**config.mk**
```make
export PLATFORM = sky130hd
export DESIGN_NAME = merge_2to1
export DESIGN_NICKNAME = d
export VERILOG_FILES = /design/src/rtl/merge_2to1.sv
export SDC_FILE = /design/constraint.sdc
export NUM_CORES = 1
export LEC_CHECK = 0
export CAP_MARGIN = 10
export CORE_MARGIN = 2
export CORE_UTILIZATION = 44
export CTS_CLUSTER_SIZE = 16
export DETAILED_ROUTE_END_ITERATION = 8
export PLACE_DENSITY = 0.7
export SLEW_MARGIN = 40
export SYNTH_ARGS = -nofsm -noshare
export SYNTH_HDL_FRONTEND = slang
export SYNTH_SLANG_ARGS = --single-unit
```
**constraint.sdc**
```tcl
create_clock -name i_clk -period 9.6 [get_ports i_clk]
set_input_delay 1.44 -clock i_clk [delete_from_list [all_inputs] [get_ports i_clk]]
set_output_delay 1.44 -clock i_clk [all_outputs]
set_load 0.03 [all_outputs]
```
**src/rtl/merge_2to1.sv**
```systemverilog
// merge_2to1: one node of a streaming merge tree.
// Pops the smaller head of two sorted runs (A wins ties) into a one-entry
// output register that feeds a downstream FIFO. The value 0 terminates a run.
// Exactly one terminator leaves the node for each pair of input runs.
module merge_2to1 #(
  parameter int DATA_WIDTH = 64,
  parameter int CNT_WIDTH  = 32
) (
  input  logic                  i_clk,
  input  logic                  i_rst,
  input  logic [DATA_WIDTH-1:0] i_a_item,
  input  logic                  i_a_empty,
  output logic                  o_a_read,
  input  logic [DATA_WIDTH-1:0] i_b_item,
  input  logic                  i_b_empty,
  output logic                  o_b_read,
  output logic [DATA_WIDTH-1:0] o_out_item,
  output logic                  o_out_write,
  input  logic                  i_out_full,
  output logic [CNT_WIDTH-1:0]  o_run_count,
  output logic [CNT_WIDTH-1:0]  o_item_count,
  output logic                  o_order_err
);

  typedef enum logic [1:0] {
    ST_MERGE   = 2'd0,
    ST_DRAIN_A = 2'd1,
    ST_DRAIN_B = 2'd2
  } state_e;

  localparam logic [DATA_WIDTH-1:0] ITEM_ZERO = {DATA_WIDTH{1'b0}};
  localparam logic [CNT_WIDTH-1:0]  CNT_ZERO  = {CNT_WIDTH{1'b0}};
  localparam logic [CNT_WIDTH-1:0]  CNT_ONE   = {{(CNT_WIDTH-1){1'b0}}, 1'b1};

  // Registered state
  state_e                  state_q,     state_d;
  logic                    out_valid_q, out_valid_d;
  logic [DATA_WIDTH-1:0]   out_item_q,  out_item_d;
  logic [DATA_WIDTH-1:0]   last_a_q,    last_a_d;
  logic [DATA_WIDTH-1:0]   last_b_q,    last_b_d;
  logic [CNT_WIDTH-1:0]    run_cnt_q,   run_cnt_d;
  logic [CNT_WIDTH-1:0]    item_cnt_q,  item_cnt_d;
  logic                    order_err_q, order_err_d;

  // Per-cycle decode and control
  logic                    a_zero_s;
  logic                    b_zero_s;
  logic                    a_first_s;
  logic                    out_write_s;
  logic                    load_ok_s;
  logic                    pop_a_s;
  logic                    pop_b_s;
  logic                    a_term_s;
  logic                    b_term_s;
  logic                    load_s;
  logic [DATA_WIDTH-1:0]   load_val_s;
  logic                    a_bad_s;
  logic                    b_bad_s;

  // Classify the two heads and work out whether the output slot can take a new item.
  always_comb begin
    a_zero_s    = (i_a_item == ITEM_ZERO);
    b_zero_s    = (i_b_item == ITEM_ZERO);
    a_first_s   = (i_a_item <= i_b_item);
    out_write_s = out_valid_q & ~i_out_full & ~i_rst;
    load_ok_s   = ~out_valid_q | out_write_s;
  end

  // Merge/drain control: decide which heads pop, what gets loaded and the next state.
  always_comb begin
    state_d    = state_q;
    pop_a_s    = 1'b0;
    pop_b_s    = 1'b0;
    a_term_s   = 1'b0;
    b_term_s   = 1'b0;
    load_s     = 1'b0;
    load_val_s = ITEM_ZERO;
    case (state_q)
      ST_MERGE: begin
        if (load_ok_s && !i_a_empty && !i_b_empty) begin
          if (a_zero_s && b_zero_s) begin
            // Both runs ended together: one terminator for the pair.
            pop_a_s    = 1'b1;
            pop_b_s    = 1'b1;
            a_term_s   = 1'b1;
            b_term_s   = 1'b1;
            load_s     = 1'b1;
            load_val_s = ITEM_ZERO;
          end else if (a_zero_s) begin
            // A is finished; its terminator stays parked at the head while B drains.
            pop_b_s    = 1'b1;
            load_s     = 1'b1;
            load_val_s = i_b_item;
            state_d    = ST_DRAIN_B;
          end else if (b_zero_s) begin
            pop_a_s    = 1'b1;
            load_s     = 1'b1;
            load_val_s = i_a_item;
            state_d    = ST_DRAIN_A;
          end else if (a_first_s) begin
            pop_a_s    = 1'b1;
            load_s     = 1'b1;
            load_val_s = i_a_item;
          end else begin
            pop_b_s    = 1'b1;
            load_s     = 1'b1;
            load_val_s = i_b_item;
          end
        end else begin
          state_d = state_q;
        end
      end
      ST_DRAIN_B: begin
        // The A head is the parked terminator, so A's empty flag is not consulted.
        if (load_ok_s && !i_b_empty) begin
          if (!b_zero_s) begin
            pop_b_s    = 1'b1;
            load_s     = 1'b1;
            load_val_s = i_b_item;
          end else begin
            pop_a_s    = 1'b1;
            pop_b_s    = 1'b1;
            a_term_s   = 1'b1;
            b_term_s   = 1'b1;
            load_s     = 1'b1;
            load_val_s = ITEM_ZERO;
            state_d    = ST_MERGE;
          end
        end else begin
          state_d = state_q;
        end
      end
      ST_DRAIN_A: begin
        // The B head is the parked terminator, so B's empty flag is not consulted.
        if (load_ok_s && !i_a_empty) begin
          if (!a_zero_s) begin
            pop_a_s    = 1'b1;
            load_s     = 1'b1;
            load_val_s = i_a_item;
          end else begin
            pop_a_s    = 1'b1;
            pop_b_s    = 1'b1;
            a_term_s   = 1'b1;
            b_term_s   = 1'b1;
            load_s     = 1'b1;
            load_val_s = ITEM_ZERO;
            state_d    = ST_MERGE;
          end
        end else begin
          state_d = state_q;
        end
      end
      default: begin
        state_d = ST_MERGE;
      end
    endcase
  end

  // Output slot, statistics counters and per-input ordering monitor.
  always_comb begin
    out_valid_d = out_valid_q;
    out_item_d  = out_item_q;
    run_cnt_d   = run_cnt_q;
    item_cnt_d  = item_cnt_q;
    last_a_d    = last_a_q;
    last_b_d    = last_b_q;
    a_bad_s     = 1'b0;
    b_bad_s     = 1'b0;

    if (load_s) begin
      out_valid_d = 1'b1;
      out_item_d  = load_val_s;
    end else if (out_write_s) begin
      out_valid_d = 1'b0;
    end else begin
      out_valid_d = out_valid_q;
    end

    if (load_s && (load_val_s == ITEM_ZERO)) begin
      run_cnt_d = run_cnt_q + CNT_ONE;
    end else if (load_s) begin
      item_cnt_d = item_cnt_q + CNT_ONE;
    end else begin
      run_cnt_d  = run_cnt_q;
      item_cnt_d = item_cnt_q;
    end

    if (pop_a_s && a_term_s) begin
      last_a_d = ITEM_ZERO;
    end else if (pop_a_s) begin
      a_bad_s  = (i_a_item < last_a_q);
      last_a_d = i_a_item;
    end else begin
      last_a_d = last_a_q;
    end

    if (pop_b_s && b_term_s) begin
      last_b_d = ITEM_ZERO;
    end else if (pop_b_s) begin
      b_bad_s  = (i_b_item < last_b_q);
      last_b_d = i_b_item;
    end else begin
      last_b_d = last_b_q;
    end

    order_err_d = order_err_q | a_bad_s | b_bad_s;
  end

  // State registers; reset drops any pending output item.
  always_ff @(posedge i_clk or posedge i_rst) begin
    if (i_rst) begin
      state_q     <= ST_MERGE;
      out_valid_q <= 1'b0;
      out_item_q  <= ITEM_ZERO;
      last_a_q    <= ITEM_ZERO;
      last_b_q    <= ITEM_ZERO;
      run_cnt_q   <= CNT_ZERO;
      item_cnt_q  <= CNT_ZERO;
      order_err_q <= 1'b0;
    end else begin
      state_q     <= state_d;
      out_valid_q <= out_valid_d;
      out_item_q  <= out_item_d;
      last_a_q    <= last_a_d;
      last_b_q    <= last_b_d;
      run_cnt_q   <= run_cnt_d;
      item_cnt_q  <= item_cnt_d;
      order_err_q <= order_err_d;
    end
  end

  // FIFO strobes are combinational and held low while reset is asserted.
  assign o_a_read     = pop_a_s & ~i_rst;
  assign o_b_read     = pop_b_s & ~i_rst;
  assign o_out_write  = out_write_s;
  assign o_out_item   = out_item_q;
  assign o_run_count  = run_cnt_q;
  assign o_item_count = item_cnt_q;
  assign o_order_err  = order_err_q;

endmodule
```
==> impl_metrics.json <==
{
  "status": "completed",
  "rr_worst_depth": 8,
  "cts_tree": "done",
  "yosysSeqAreaShare_pct": 41.6,
  "finalCriticalPeriod_ns": 6.96,
  "crit_buf_inv": 3,
  "num-nets-final": 2117,
  "final-hold-violation-count": 0,
  "yosys_most_used_dff": "dfrtp_1",
  "min_to": "o_run_count[31]",
  "cts_buffers": 31,
  "finalCritPeriodShare_pct": 72.5,
  "vias_per_cell": 5.90,
  "critical_path_required_ns": 8.16,
  "whs_ns": 0.482,
  "synth-seq-cells": 260,
  "critPathSlowestCell": "clkdlybuf4s50_1",
  "drt-pass1-iter-count": 6,
  "min_path_type": "reg -> reg",
  "io_buffers": 264,
  "max_freq_mhz": 144,
  "start_util_pct": 44.3,
  "hold_depth": 1,
  "leakage_nw": 9.48,
  "antenna_found_initial": 1,
  "via_count": 13400,
  "routedWlPerCell_um": 20.4,
  "syn_area_mm2": 0.0156,
  "fin_skew_ns": 0.0111,
  "drcViolationCount": 0,
  "synth_cells": 1553,
  "ff_latch_area_mm2": 0.00651,
  "grt_pass1_vias": 13500,
  "worstMarginPinSlew_ns": 0.847,
  "syn2layout_area_growth_pct": 26.1,
  "start_kind": "input pin",
  "place_congestion": 0.863,
  "power_density_mw_per_mm2": 204,
  "cts_hold_buf": 0,
  "post_cts_buffers": 0,
  "die_h_um": 193,
  "route.final.wire_length_um": 46400,
  "grt_overflow": 0,
  "clk_pin_slew_worst_paths_ns": 0.06,
  "cts.path.max_buffers": 3,
  "placed_area_mm2": 0.0187,
  "clk_latency_ns": 0.56,
  "setup_tns_ns": 0,
  "setup_viol": 0,
  "multiInputGateArea_mm2": 0.00788,
  "pin_count": 265,
  "r2r_slack_ns": 6.04,
  "r2r-end": "o_run_count[1]",
  "worstReg2RegStart": "out_valid_q",
  "slew_headroom_pct": 43.0,
  "design_area_mm2": 0.0197,
  "syn-mean-instance-area_um2": 10.1,
  "core_area_mm2": 0.0353,
  "die_w_um": 193,
  "drive_above_1_share_pct": 4.74,
  "critPathTopFamily": "simple AND/OR/NAND/NOR gates",
  "rows": 69,
  "path_class": "in -> out",
  "hp-start": "o_run_count[31]",
  "setup_ws_ns": 2.64,
  "crit_path_max_fanout": 24,
  "clockRootBuffer": "clkbuf_16",
  "track_usage_pct": 25.1,
  "synth_nets": 1878,
  "drt_iter0_drc": 1164,
  "pre_cts_slack_ns": 2.65,
  "die-area_mm2": 0.0371,
  "ys_types": 54,
  "hpwl_um": 32700,
  "cap_violations": 0,
  "endpoint_kind": "output port",
  "cts_resized": 0,
  "irDropWorstVdd_mv": 0.131,
  "cts_max_level": 1,
  "slowest_delay_ns": 0.69,
  "grt_pass1_wl_um": 74000,
  "fill_cells": 3099,
  "grt_max_degree": 149,
  "antenna_left": 0,
  "yosys_warnings": 0,
  "drv_slew": 0,
  "synth_edf_count": 0,
  "clock_sinks": 260,
  "crit_chain": "clkdlybuf4s50_1, inv_1, ha_1, nand4_1, nor4_1, nand4b_1, nor3_1, nor3_1, a211o_2, nor2_1, clkdlybuf4s50_1",
  "cp.arrival_ns": 5.52,
  "async_flop_share_pct": 100,
  "rsz0062_at_grt": "no"
}
-- layout by cell type, fill, tap and decap left out, drive strengths merged, types with 12 or more instances in the layout --
| master | netlist | routed |
|---|---|---|
| o211ai | 14 | 14 |
| clkbuf | 29 | 44 |
| and4 | 22 | 22 |
| a22o | 128 | 128 |
| nand2 | 45 | 45 |
| xor2 | 31 | 31 |
| nor4 | 45 | 45 |
| nor3 | 41 | 41 |
| nor2 | 35 | 35 |
| o21ai | 47 | 47 |
| a21oi | 63 | 63 |
| o2111ai | 12 | 12 |
| nand3 | 32 | 32 |
| nand4 | 42 | 42 |
| a222oi | 65 | 65 |
| xnor2 | 31 | 31 |
| a21o | 28 | 28 |
| inv | 261 | 260 |
| clkdlybuf4s50 | 0 | 264 |
| dfrtp | 260 | 260 |
| and3 | 26 | 26 |
| ha | 192 | 192 |
-- layout make-up --
type                    instances  share of cell area (%)
diodes                          1                  0.0127
clock buffers                  44                    4.59
clock inverters                12                   0.457
inverters                     261                    5.03
multi-input cells             964                    40.0
flip-flops and latches        260                    33.0
well taps                     461                    2.93
repair buffers                274                    14.0
-- power by group --
part,switching [mW],internal [mW],total [mW]
Clock,0.475,0.676,1.15
Combinational,0.745,0.625,1.37
Sequential,0.162,1.35,1.51
-- worst reg2reg max path, cell delays in order, from the launching register on --
cell      delay, ns
dfrtp_1        0.39
o21ai_0        0.11
nand2b_1       0.21
nor3b_1        0.71
nor2b_1        0.36
a211o_2        0.54
buf_6          0.53
nor2_1         0.29
mux2_2         0.31
-- worst max path at each step --
stage          depth (start not counted)     endpoint         start  slack (ns)
3_3_place_gp                           9     o_a_read  i_a_item[18]        2.20
4_1_cts                               11     o_a_read  i_b_item[29]        2.63
2_1_floorplan                          1  last_a_q[0]         i_rst        1.00
3_5_place_dp                          11     o_a_read  i_b_item[29]        2.65
5_1_grt                               11     o_a_read  i_b_item[29]        2.45
6_report                              11     o_a_read  i_b_item[29]        2.64
-- logic make-up after synthesis --
kind of cell	share of synthesized area [%]
adder cells (fa/ha/maj)	15.4
buffers and inverters	8.50
XOR/XNOR	3.47
AO/OA/AOI/OAI	19.6
multiplexers	0.144
AND/OR/NAND/NOR	11.3
flip-flops	41.6
-- through the flow --
| stage | util [%] | total power [mW] | instances |
|---|---|---|---|
| after global placement | 52.8 | 2.84 | 2218 |
| after CTS | 55.7 | 4.05 | 2275 |
| after global routing | 55.8 | 4.28 | 2276 |
| final | 55.8 | 4.03 | 2277 |
| after floorplan | - | 2.37 | 1553 |
| after detailed placement | 52.9 | 2.88 | 2219 |
-- metal layers --
metal  wire (um)  GRT usage (%)  vias to the layer above
met5           0              0                        -
met4        1180           6.93                        0
met3        3200           4.64                       76
met2       21300           40.3                      463
met1       20800           34.8                     6692
li1            -              -                     6209
-- synth_stat cells (3+ instances only) --
| cell | instances | area share, % |
|---|---|---|
| a2111oi_0 | 3 | 0.17 |
| a211o_1 | 3 | 0.17 |
| a211oi_1 | 7 | 0.34 |
| a21o_1 | 28 | 1.3 |
| a21oi_1 | 61 | 2.0 |
| a221oi_1 | 5 | 0.28 |
| a222oi_1 | 65 | 4.2 |
| a22o_1 | 128 | 7.2 |
| a31oi_1 | 4 | 0.16 |
| and2_1 | 7 | 0.28 |
| and3_1 | 26 | 1.0 |
| and4_1 | 22 | 1.2 |
| buf_2 | 28 | 0.90 |
| buf_6 | 7 | 0.50 |
| clkbuf_1 | 29 | 0.70 |
| dfrtp_1 | 260 | 42 |
| ha_1 | 192 | 15 |
| inv_1 | 261 | 6.3 |
| nand2_1 | 44 | 1.1 |
| nand3_1 | 32 | 1.0 |
| nand4_1 | 42 | 1.7 |
| nor2_1 | 35 | 0.84 |
| nor2b_1 | 5 | 0.20 |
| nor3_1 | 39 | 1.2 |
| nor3b_1 | 3 | 0.14 |
| nor4_1 | 41 | 1.6 |
| nor4_2 | 4 | 0.32 |
| o2111ai_1 | 12 | 0.67 |
| o211ai_1 | 14 | 0.67 |
| o21ai_0 | 47 | 1.5 |
| o21bai_1 | 5 | 0.24 |
| xnor2_1 | 31 | 1.7 |
| xor2_1 | 31 | 1.7 |
-- state kept, by name, summed over array words and instances, names as in the netlist --
register	count
o_item_count	32
o_order_err	1
state_q	2
last_b_q	64
o_out_item	64
out_valid_q	1
last_a_q	64
o_run_count	32
(Power assumes the default switching activity.)
